<file path="src/rtl/keyboard_responder.sv">
// Keyboard/mouse responder: receives serial host frames (queries and the host
// reset frame) and answers queries with a 20-bit word from the keyboard or
// mouse holding register after a fixed turnaround.
module keyboard_responder #(
   parameter int unsigned BIT_PERIOD = 265,
   parameter int unsigned TURNAROUND = 3
) (
   input  logic        clk,
   input  logic        reset,
   input  logic        from_host,
   output logic        to_host,
   input  logic        kb_valid,
   input  logic [15:0] kb_data,
   output logic        kb_ready,
   input  logic        ms_valid,
   input  logic [15:0] ms_data,
   output logic        ms_ready,
   output logic        initialized
);

   localparam int unsigned HALF_PERIOD = BIT_PERIOD / 2;
   localparam int unsigned TURN_CLKS   = BIT_PERIOD * TURNAROUND;
   localparam int unsigned CNT_MAX     = (TURN_CLKS > BIT_PERIOD) ? TURN_CLKS : BIT_PERIOD;
   localparam int unsigned CNT_W       = $clog2(CNT_MAX + 1);
   localparam int unsigned BIT_W       = 5;
   localparam int unsigned HDR_BITS    = 8;
   localparam int unsigned RST_BITS    = 21;
   localparam int unsigned TX_BITS     = 20;
   localparam int unsigned WORD_W      = 20;
   localparam int unsigned SHIFT_W     = 12;

   localparam logic [7:0]        HDR_KB    = 8'b00001000;
   localparam logic [7:0]        HDR_MS    = 8'b10001000;
   localparam logic [7:0]        HDR_RST   = 8'b11110111;
   localparam logic [12:0]       RST_TAIL  = 13'b1110000000000;
   localparam logic [WORD_W-1:0] IDLE_WORD = 20'h80300;

   typedef enum logic [2:0] {
      IDLE,
      RX_START,
      RX_BITS,
      RX_WAIT_HIGH,
      TURN,
      TX
   } state_t;

   typedef enum logic [1:0] {
      Q_NONE,
      Q_KB,
      Q_MS
   } query_t;

   state_t              state_q, state_d;
   logic [1:0]          sync_q;
   logic                line_prev_q;
   logic                rx_line;
   logic                line_fall;

   logic [CNT_W-1:0]    cnt_q, cnt_d;
   logic [BIT_W-1:0]    bit_cnt_q, bit_cnt_d;
   logic [SHIFT_W-1:0]  shreg_q, shreg_d;
   logic [SHIFT_W:0]    rx_shift;
   query_t              query_q, query_d;
   logic [WORD_W-1:0]   tx_word_q, tx_word_d;
   logic                tx_consume_q, tx_consume_d;
   logic                to_host_d;
   logic                init_d;

   logic                kb_full_q, kb_full_d;
   logic [15:0]         kb_hold_q, kb_hold_d;
   logic                ms_full_q, ms_full_d;
   logic [15:0]         ms_hold_q, ms_hold_d;

   logic                half_done;
   logic                period_done;
   logic                turn_done;
   logic                hdr_last;
   logic                rst_last;
   logic                tx_last;
   logic                flush;
   logic                consume;

   assign rx_line     = sync_q[1];
   assign line_fall   = line_prev_q & ~rx_line;
   assign rx_shift    = {shreg_q, rx_line};
   assign half_done   = (cnt_q == CNT_W'(HALF_PERIOD - 1));
   assign period_done = (cnt_q == CNT_W'(BIT_PERIOD - 1));
   assign turn_done   = (TURN_CLKS == 0) || (cnt_q == CNT_W'(TURN_CLKS - 1));
   assign hdr_last    = (bit_cnt_q == BIT_W'(HDR_BITS - 1));
   assign rst_last    = (bit_cnt_q == BIT_W'(RST_BITS - 1));
   assign tx_last     = (bit_cnt_q == BIT_W'(TX_BITS));

   assign kb_ready = ~kb_full_q;
   assign ms_ready = ~ms_full_q;

   // Two-flop synchronizer for the asynchronous host line plus edge history
   always_ff @(posedge clk) begin
      if (reset) begin
         sync_q      <= 2'b11;
         line_prev_q <= 1'b1;
      end else begin
         sync_q      <= {sync_q[0], from_host};
         line_prev_q <= sync_q[1];
      end
   end

   // State register
   always_ff @(posedge clk) begin
      if (reset) begin
         state_q <= IDLE;
      end else begin
         state_q <= state_d;
      end
   end

   // Next-state logic
   always_comb begin
      state_d = state_q;
      case (state_q)
         IDLE: begin
            if (line_fall) state_d = RX_START;
         end
         RX_START: begin
            if (half_done) state_d = rx_line ? IDLE : RX_BITS;
         end
         RX_BITS: begin
            if (period_done) begin
               if (hdr_last) begin
                  if (rx_shift[7:0] != HDR_RST) state_d = RX_WAIT_HIGH;
               end else if (rst_last) begin
                  state_d = RX_WAIT_HIGH;
               end
            end
         end
         RX_WAIT_HIGH: begin
            if (rx_line) state_d = (query_q != Q_NONE && initialized) ? TURN : IDLE;
         end
         TURN: begin
            if (turn_done) state_d = TX;
         end
         TX: begin
            if (period_done && tx_last) state_d = IDLE;
         end
         default: state_d = IDLE;
      endcase
   end

   // Datapath and output next values: counters, receive shifter, transmit word, holding registers
   always_comb begin
      cnt_d        = cnt_q + CNT_W'(1);
      bit_cnt_d    = bit_cnt_q;
      shreg_d      = shreg_q;
      query_d      = query_q;
      tx_word_d    = tx_word_q;
      tx_consume_d = tx_consume_q;
      to_host_d    = to_host;
      init_d       = initialized;
      flush        = 1'b0;
      consume      = 1'b0;

      case (state_q)
         IDLE: begin
            cnt_d     = '0;
            to_host_d = 1'b1;
         end
         RX_START: begin
            if (half_done) begin
               cnt_d     = '0;
               bit_cnt_d = '0;
               query_d   = Q_NONE;
            end
         end
         RX_BITS: begin
            if (period_done) begin
               cnt_d     = '0;
               shreg_d   = rx_shift[SHIFT_W-1:0];
               bit_cnt_d = bit_cnt_q + BIT_W'(1);
               if (hdr_last) begin
                  if (rx_shift[7:0] == HDR_KB)      query_d = Q_KB;
                  else if (rx_shift[7:0] == HDR_MS) query_d = Q_MS;
                  else                              query_d = Q_NONE;
               end
               if (rst_last && rx_shift == RST_TAIL) begin
                  init_d = 1'b1;
                  flush  = 1'b1;
               end
            end
         end
         RX_WAIT_HIGH: begin
            cnt_d = '0;
         end
         TURN: begin
            if (turn_done) begin
               cnt_d     = '0;
               bit_cnt_d = '0;
               to_host_d = 1'b0;
               case (query_q)
                  Q_KB: begin
                     tx_word_d    = kb_full_q ? {1'b0, kb_hold_q[15:8], 3'b010, kb_hold_q[7:0]}
                                              : IDLE_WORD;
                     tx_consume_d = kb_full_q;
                  end
                  Q_MS: begin
                     tx_word_d    = ms_full_q ? {1'b0, ms_hold_q[15:8], 3'b010, ms_hold_q[7:0]}
                                              : IDLE_WORD;
                     tx_consume_d = ms_full_q;
                  end
                  default: begin
                     tx_word_d    = IDLE_WORD;
                     tx_consume_d = 1'b0;
                  end
               endcase
            end
         end
         TX: begin
            if (period_done) begin
               cnt_d = '0;
               if (tx_last) begin
                  to_host_d = 1'b1;
                  consume   = tx_consume_q;
               end else begin
                  to_host_d = tx_word_q[0];
                  tx_word_d = tx_word_q >> 1;
                  bit_cnt_d = bit_cnt_q + BIT_W'(1);
               end
            end
         end
         default: begin
            cnt_d     = '0;
            to_host_d = 1'b1;
         end
      endcase

      // Holding registers: flush/consume first, then accept a new event if empty
      kb_full_d = kb_full_q;
      kb_hold_d = kb_hold_q;
      ms_full_d = ms_full_q;
      ms_hold_d = ms_hold_q;
      if (flush || (consume && query_q == Q_KB)) kb_full_d = 1'b0;
      if (flush || (consume && query_q == Q_MS)) ms_full_d = 1'b0;
      if (kb_valid && kb_ready) begin
         kb_full_d = 1'b1;
         kb_hold_d = kb_data;
      end
      if (ms_valid && ms_ready) begin
         ms_full_d = 1'b1;
         ms_hold_d = ms_data;
      end
   end

   // Datapath and output registers
   always_ff @(posedge clk) begin
      if (reset) begin
         cnt_q        <= '0;
         bit_cnt_q    <= '0;
         shreg_q      <= '0;
         query_q      <= Q_NONE;
         tx_word_q    <= '0;
         tx_consume_q <= 1'b0;
         to_host      <= 1'b1;
         initialized  <= 1'b0;
         kb_full_q    <= 1'b0;
         kb_hold_q    <= '0;
         ms_full_q    <= 1'b0;
         ms_hold_q    <= '0;
      end else begin
         cnt_q        <= cnt_d;
         bit_cnt_q    <= bit_cnt_d;
         shreg_q      <= shreg_d;
         query_q      <= query_d;
         tx_word_q    <= tx_word_d;
         tx_consume_q <= tx_consume_d;
         to_host      <= to_host_d;
         initialized  <= init_d;
         kb_full_q    <= kb_full_d;
         kb_hold_q    <= kb_hold_d;
         ms_full_q    <= ms_full_d;
         ms_hold_q    <= ms_hold_d;
      end
   end

endmodule

</file>
<file path="config.mk">
export PLATFORM = sky130hd
export DESIGN_NAME = keyboard_responder
export DESIGN_NICKNAME = d
export VERILOG_FILES = /design/src/rtl/keyboard_responder.sv
export SDC_FILE = /design/constraint.sdc
export NUM_CORES = 1
export LEC_CHECK = 0
export ABC_AREA = 1
export BUFFER_PORTS_ARGS = -buffer_cell sky130_fd_sc_hd__clkbuf_2
export CAP_MARGIN = 20
export CORE_ASPECT_RATIO = 0.7
export CORE_MARGIN = 3
export CORE_UTILIZATION = 45
export CTS_CLUSTER_SIZE = 10
export DETAILED_ROUTE_END_ITERATION = 6
export PLACE_DENSITY = 0.67
export SYNTH_ARGS = -nofsm -noshare
export SYNTH_HDL_FRONTEND = slang
export SYNTH_SLANG_ARGS = --single-unit
</file>
<file path="constraint.sdc">
create_clock -name clk -period 4 [get_ports clk]
set_input_delay 1.2 -clock clk [delete_from_list [all_inputs] [get_ports clk]]
set_output_delay 1.2 -clock clk [all_outputs]
set_load 0.02 [all_outputs]
</file>
# After elaboration in Yosys (flattened, before gate mapping)

Cells that the tools add are included.

Output and inout port bits: 4
Register bits: 92

$add $sub $neg: 2
Eq/ne operators: 27
Bitwise gates (word level): 5
Reduce and logical (&&, ||, !) cells: 26
Muxes and demuxes: 50

Operators with widths:

| operator                                             | count |
|---|---|
| 2-to-1 mux 20 bit                                    | 5 |
| case mux 20 bit (2 select lines)                     | 2 |
| 2-to-1 mux 10 bit                                    | 3 |
| 2-to-1 mux 3 bit                                     | 10 |
| case mux 10 bit (3 select lines)                     | 1 |
| 2-to-1 mux 5 bit                                     | 5 |
| case mux 5 bit (4 select lines)                      | 1 |
| != test 2 bit, second input constant                 | 9 |
| case mux 3 bit (6 select lines)                      | 1 |
| equality test 13 bit, second input constant          | 1 |
| 2-to-1 mux 1 bit                                     | 13 |
| 2-to-1 mux 2 bit                                     | 6 |
| adder 10 x 1 -> 10 bit, second input constant        | 1 |
| equality test 10 bit, second input constant          | 1 |
| equality test 10 x 8 -> 1 bit, second input constant | 1 |
| equality test 10 x 9 -> 1 bit, second input constant | 1 |
| nonzero test 2 bit                                   | 5 |
| equality test 8 x 4 -> 1 bit, second input constant  | 1 |
| equality test 8 bit, second input constant           | 1 |
| != test 8 bit, second input constant                 | 1 |
| AND reduction 4 bit                                  | 2 |
| AND reduction 8 bit                                  | 1 |
| logical AND 1 bit                                    | 7 |
| equality test 3 x 2 -> 1 bit, second input constant  | 2 |
| 21 further kinds                                     | 29 |

# Depth between registers and ports, before layout

Gate-level depths: netlist (run 1).

Depth in word-level cells: 8
Depth in mapped cells: 12
Depth with buffers taken out: 12

# Worst setup path after synthesis (run 1)

Ideal clock, no wire load.

Kind: input to register
Start point: input kb_valid
End point: register kb_hold_q[5]
Stages: 5
Path buffers: 1
Setup slack: 2.122 ns
Arrival: 1.762 ns
Cell sequence: nand2_1 inv_1 buf_2 nor2_1 nor2_1

Word-level cells in the longest chain between the ends: 1

Ends and longest elaborated chain:

| element              | line | text |
|---|---|---|
| start, declared      | 12   | `input logic kb_valid,` |
| logical AND 1 bit    | 241  | `if (kb_valid && kb_ready) begin` |
| end signal, assigned | 276  | `kb_hold_q <= kb_hold_d;` |
| end, declared        | 70   | `logic [15:0] kb_hold_q, kb_hold_d;` |

Every way passes these cells.
A chain may end at the register's enable or synchronous reset.

# Worst setup path in the final report (run 1)

Start point: register kb_full_q
End point: output kb_ready

Word-level cells in the longest chain between the ends: 1

Ends and longest elaborated chain:

| element                | line | text |
|---|---|---|
| start, declared        | 69   | `logic kb_full_q, kb_full_d;` |
| start signal, assigned | 275  | `kb_full_q <= kb_full_d;` |
| inverter 1 bit         | 93   | `assign kb_ready = ~kb_full_q;` |
| end, declared          | 14   | `output logic kb_ready,` |

Every way passes these cells.

==> impl_metrics.yaml, run 1 <==
finish:
  post_route_cells_drive_above_1_share_pct: 12.0
  nFillCells: 921
  synthToLayoutAreaGrowth_pct: 12.2
  layoutNonFillerInstCount: 826
  layout.cells.most_common_list: "nor2_1 (147), nand2_1 (115), dfxtp_1 (92)"
  final_nets: 742
  diodes: 0
  final_common_cell: "nor2_1"
logic_synthesis:
  syn-num-nets: 718
  synth_top_area_share_pct: 41.0
  synthAdderAreaFrac_pct: 2.23
  synth_compound_area_share_pct: 12.7
  synthMuxAreaShare_pct: 0
  yosysSeqAreaShare_pct: 41.0
  ys_warn_count: 0
  ys_top_cells_by_area: "dfxtp_1 (41%), nor2_1 (12%), nand2_1 (9.6%), o21ai_0 (9.1%), nand3_1 (7.3%)"
  synthCells: 673
  syn-cell-area_mm2: 0.00449
  synth.distinct_cells: 29
  yosys.area_share.xor_xnor_pct: 0.780
  synth-simple-area-share_pct: 34.5
  synth_top_family_by_area: "simple AND/OR/NAND/NOR gates"
  ys_ff_latch: 92
  synth_largest_area_cell: "dfxtp_1"
  syn_avg_cell_area_um2: 6.68
min_path:
  worstHoldPathCells: 1
  hp-class: "reg2reg"
sta:
  tns_ns: 0
  finalWorstSetupSlack_ns: 1.29
  max_freq_mhz: 369
  rsz0062_at_grt: "false"
  period_minus_slack_ns: 2.71
  hold_viol_final: 0
  finClkSkew_ns: 0.00536
  finalMaxSlewViolations: 0
  slew_headroom_pct: 48.1
  period_share_pct: 67.7
  worstMarginPinSlew_ns: 0.776
  setup_viol: 0
cts:
  clock_sinks: 92
  cts_root_buf: "clkbuf_16"
  hold_buffers: 0
  htreeDepth: 3
  ctsLongestPathBuffers: 2
  cts_setup_buffers: 0
  cts_made_buffers: 9
  insertion_delay_ns: 0.34
  cts_resized: 0
  clkSlewWorstSetupHoldPaths_ns: 0.06
  cts_tree: "built"
power:
  seq_power_share_pct: 39.6
  ir_drop_mv: 0.353
  power.leakage_nw: 2.23
  pwr-share-comb_pct: 29.2
  power_switching_mw: 1.04
  power.density_mw_per_mm2: 574
  clkPwrFrac_pct: 31.2
  sw_frac_of_total_pct: 35.9
  p_int_mw: 1.86
detailed_routing:
  postRouteAntennaNets: 0
  vias: 4241
  routed.top_layer: "met4"
  vias_per_cell: 5.13
  detail_route.wl_per_cell_um: 13.1
  drcViolationCount: 0
  route.layer.met1.wl_mm: 5.78
  routed_wl_mm: 10.8
  dr.pass1.iters: 5
  dr_wl_met3_um: 758
  wl_met2_mm: 4.14
  drtIter0Drc: 395
placement:
  place_ws_ns: 1.33
  place_inst: 810
  dp_hpwl_mm: 7.63
  gp_congestion: 0.849
  port_buffers: 40
worst_setup_path:
  worstSetupPathType: "reg2out"
  rr_worst_depth: 11
  arrival_ns: 1.51
  cp-end-kind: "output port"
  cp.required_ns: 2.80
  start_kind: "register"
  crit_fanout: 18
grt:
  grt_max_degree: 72
  grt_pass1_vias: 3546
  overflow: 0
  grt_first_pass_wirelength_mm: 17.5
  antenna_found_initial: 0
  grt_usage_pct: 19.4
floorplan:
  row_count: 29
  pin_count: 41
  dieArea_mm2: 0.0112
  initial_core_util_pct: 47.8
  die_x_um: 125
  coreArea_mm2: 0.00940
  die_h_um: 89.6
run_status:
  status: "completed"
run:
  cap_viol_max_count: 0
[metal layers]
layer / global-route usage (%) / up-vias
li1: - / 2191
met1: 30.8 / 1921
met2: 25.6 / 118
met3: 4.02 / 11
met4: 5.91 / 0
met5: 0 / -
[state kept, by name, indices dropped and copies added (netlist names), 2 cells and up]
register,count
sync_q,2
shreg_q,12
query_q,2
cnt_q,10
state_q,3
ms_hold_q,16
tx_word_q,20
bit_cnt_q,5
kb_hold_q,16
[metrics by stage]
step	area [µm²]	total power, mW	hold slack, ns	utilization [%]
after global routing	5040	3.10	0.435	53.7
final	5040	2.90	0.416	53.7
after floorplan	4490	1.83	0.389	-
after CTS	5040	2.91	0.423	53.7
after global placement	4730	1.97	0.407	50.3
after detailed placement	4730	2.00	0.403	50.3
[kinds of logic (layout without fill, tap and decap cells)]
kind of cell | Yosys count | after routing
DFF | 92 | 92
xor gates and xnor gates | 4 | 4
buffers and inverters | 96 | 125
AOI/OAI and AO/OA | 113 | 113
and+or+nand+nor | 360 | 360
adders and majority gates | 8 | 8
[critical path: stages (launching register included)]
cell and delay (ns):
dfxtp_1 0.74, inv_1 0.22, clkbuf_2 0.21
[cell type report]
cell class,instances,area [µm²],share of cell area (%)
clock buffers,9,225,4.47
inverters,65,244,4.84
well taps,124,155,3.08
multi-input cells,485,2260,44.7
flip-flops and latches,92,1840,36.5
repair buffers,44,230,4.56
clock inverters,7,91.3,1.81
[power by group through the flow]
stage	clock network [mW]	registers, mW	logic [mW]
finish	0.904	1.15	0.844
global route	0.959	1.17	0.975
CTS	0.922	1.15	0.837
detailed placement	0	1.16	0.832
global placement	0	1.16	0.809
floorplan	0	1.14	0.690
[cell usage after synthesis]
cell and n:
nor2_1 147, nand2_1 115, dfxtp_1 92, o21ai_0 82, nand3_1 66, inv_1 57
a21oi_1 28, clkbuf_1 12, buf_2 11, ha_1 8, inv_2 8, nor3_1 7
nand4_1 6, buf_1 4, nand2_2 3, nand2_4 3, nor2_2 3, nor2_4 3
or2_2 3, xor2_1 3, buf_4 2, buf_6 2, nor4_1 2, and2_1 1
nor2_8 1, o211ai_1 1, o21bai_1 1, o22ai_1 1, xnor2_1 1
[path summary, 6_finish.rpt]
kind              slack, ns           end       from
setup / recovery       1.29      kb_ready  kb_full_q
hold / removal         0.42     sync_q[1]  sync_q[0]
setup reg to reg       1.88  tx_word_q[1]   cnt_q[0]
hold reg to reg        0.42     sync_q[1]  sync_q[0]
Power figures use the tool's default switching activity.
==> inputs of run 2 (changes only) <==
Settings changed: ABC_AREA 1 to 0, PLACE_DENSITY 0.67 to 0.7.
Clock period 4 ns to 2.25 ns, I/O delays scaled along.
==> run 2 against run 1 <==
Effect of this change: clock power rose by 66%; register-to-register slack got worse by 1.7 ns; utilization increased by 1.4 points; design area is 4.0% lower; largest cell class unchanged; largest power group unchanged.
==> impl_metrics.yaml, run 2 <==
finish:
  final_common_cell: "dfxtp_1"
  fin_util_pct: 55.0
  diodes: 0
  top_register: "tx_word_q"
  layoutNonFillerInstCount: 650
  synthToLayoutAreaGrowth_pct: 13.9
  layout.cells.most_common_list: "dfxtp_1 (92), nand2_1 (79), nor2_1 (54)"
  reg.largest.list: "tx_word_q x20, kb_hold_q x16, ms_hold_q x16"
  nFillCells: 813
  post_route_cells_drive_above_1_share_pct: 17.4
  final_nets: 570
  seq_area_mm2: 0.00184
  multiInputGateArea_mm2: 0.00219
  largest_register_ff_count: 20
placement:
  place_inst: 634
  port_buffers: 40
  dp_hpwl_mm: 6.74
  gp_congestion: 0.873
grt:
  grt_max_degree: 31
  overflow: 0
  grt_first_pass_wirelength_mm: 16.1
  grt_usage_pct: 19.0
  grt_pass1_vias: 3251
  antenna_found_initial: 0
sta:
  finClkSkew_ns: 0.00529
  hold_viol_final: 0
  rsz0062_at_grt: "false"
  finalMaxSlewViolations: 0
  tns_ns: 0
  slew_headroom_pct: 55.9
  max_freq_mhz: 493
  setup_viol: 0
  period_minus_slack_ns: 2.03
  period_share_pct: 90.1
  whs_ns: 0.410
  worstMarginPinSlew_ns: 0.660
cts:
  insertion_delay_ns: 0.35
  ctsLongestPathBuffers: 2
  htreeDepth: 3
  hold_buffers: 0
  cts_root_buf: "clkbuf_16"
  cts_setup_buffers: 0
  cts_made_buffers: 9
  cts_resized: 0
  clock_sinks: 92
  cts_tree: "built"
  clkSlewWorstSetupHoldPaths_ns: 0.06
worst_setup_path:
  path_depth: 7
  worstSetupPathType: "reg2reg"
  cp.required_ns: 2.46
  cpMaxStageDelayCell: "dfxtp_1"
  path_cells: "or2_1 > nor4_2 > a31oi_1 > nor3_4 > buf_4 > mux2i_1 > nor2_1"
  critPathBufInv: 1
  arrival_ns: 2.24
  start_kind: "register"
  cp-end-kind: "register"
  rr_worst_depth: 7
  crit_family: "simple AND/OR/NAND/NOR gates"
  slowest_delay_ns: 0.39
  crit_fanout: 22
run:
  cap_viol_max_count: 0
detailed_routing:
  routed_wl_mm: 9.67
  dr.pass1.iters: 5
  drcViolationCount: 0
  detail_route.wl_per_cell_um: 14.9
  postRouteAntennaNets: 0
  drtIter0Drc: 255
  vias_per_cell: 5.45
  vias: 3544
logic_synthesis:
  ys_top_cells_by_count: "dfxtp_1 (92), nand2_1 (79), nor2_1 (54)"
  ys_top_cells_by_area: "dfxtp_1 (43%), nand2_1 (7.0%), a21oi_1 (4.9%), nor2_1 (4.8%), a22o_1 (3.9%)"
  yosysSeqAreaShare_pct: 43.4
  synthCells: 493
  syn-num-nets: 538
  synth_largest_area_cell: "dfxtp_1"
  synth_edf_count: 0
  ys.flop_type: "dfxtp_1"
  yosys.cell_count.top_type: "dfxtp_1"
  synthArstFlopShare_pct: 0
  synth.distinct_cells: 56
  ys_ff_latch: 92
  ys_warn_count: 0
  syn-cell-area_mm2: 0.00425
  syn_avg_cell_area_um2: 8.62
  synth_top_area_share_pct: 43.4
floorplan:
  die_x_um: 122
  initial_core_util_pct: 48.3
  die_h_um: 87.3
  row_count: 28
  coreArea_mm2: 0.00879
  pin_count: 41
  dieArea_mm2: 0.0107
min_path:
  hp-class: "reg2reg"
  worstHoldPathCells: 1
power:
  power.density_mw_per_mm2: 749
  power.total_mw: 3.62
  power.leakage_nw: 1.73
  ir_drop_mv: 0.414
run_status:
  status: "completed"
==> run 2: layout make-up <==
type                    count  share of cell area (%)
clock inverters             4                    1.01
inverters                  13                    1.01
repair buffers             55                    6.46
well taps                 120                    3.10
flip-flops and latches     92                    38.1
clock buffers              12                    5.09
multi-input cells         354                    45.3
==> run 2: cell families after synthesis <==
| group | Yosys count | synth area share, % |
|---|---|---|
| buffers and inverters | 47 | 5.21 |
| adder cells (fa/ha/maj) | 8 | 2.36 |
| flip-flops | 92 | 43.4 |
| AO/OA/AOI/OAI | 120 | 20.8 |
| XOR/XNOR | 9 | 1.86 |
| AND/OR/NAND/NOR | 203 | 23.1 |
| multiplexers | 14 | 3.30 |
==> run 2: worst register-to-register path, stage by stage (launching register included) <==
cell,delay [ns]
dfxtp_1,0.39
or2_1,0.28
nor4_2,0.30
a31oi_1,0.11
nor3_4,0.18
buf_4,0.33
mux2i_1,0.25
nor2_1,0.05
==> run 2: routing by layer <==
metal	up-vias	routed length (µm)	global-route usage, %
met1	1649	4830	27.3
met5	-	0	0
li1	1799	-	-
met3	8	547	5.00
met4	0	75	4.88
met2	88	4210	28.3
==> run 2: power by group <==
group | switching [mW] | leakage (nW) | internal [mW] | total [mW]
sequential | 0.0574 | 0.747 | 1.68 | 1.74
combinational | 0.229 | 0.839 | 0.152 | 0.381
clock | 0.611 | 0.147 | 0.890 | 1.50
total | 0.897 | 1.73 | 2.73 | 3.62
==> run 2: worst paths after layout <==
kind	start	slack [ns]	to
min	sync_q[0]	0.41	sync_q[1]
max	cnt_q[2]	0.22	tx_word_q[8]
max reg2reg	cnt_q[2]	0.22	tx_word_q[8]
min reg2reg	sync_q[0]	0.41	sync_q[1]
==> run 2: through the flow <==
stage	setup WS, ns	instance area [µm²]
2_1_floorplan	0.516	4250
3_3_place_gp	0.324	4540
3_5_place_dp	0.269	4540
4_1_cts	0.222	4840
5_1_grt	0.0944	4840
6_report	0.222	4840
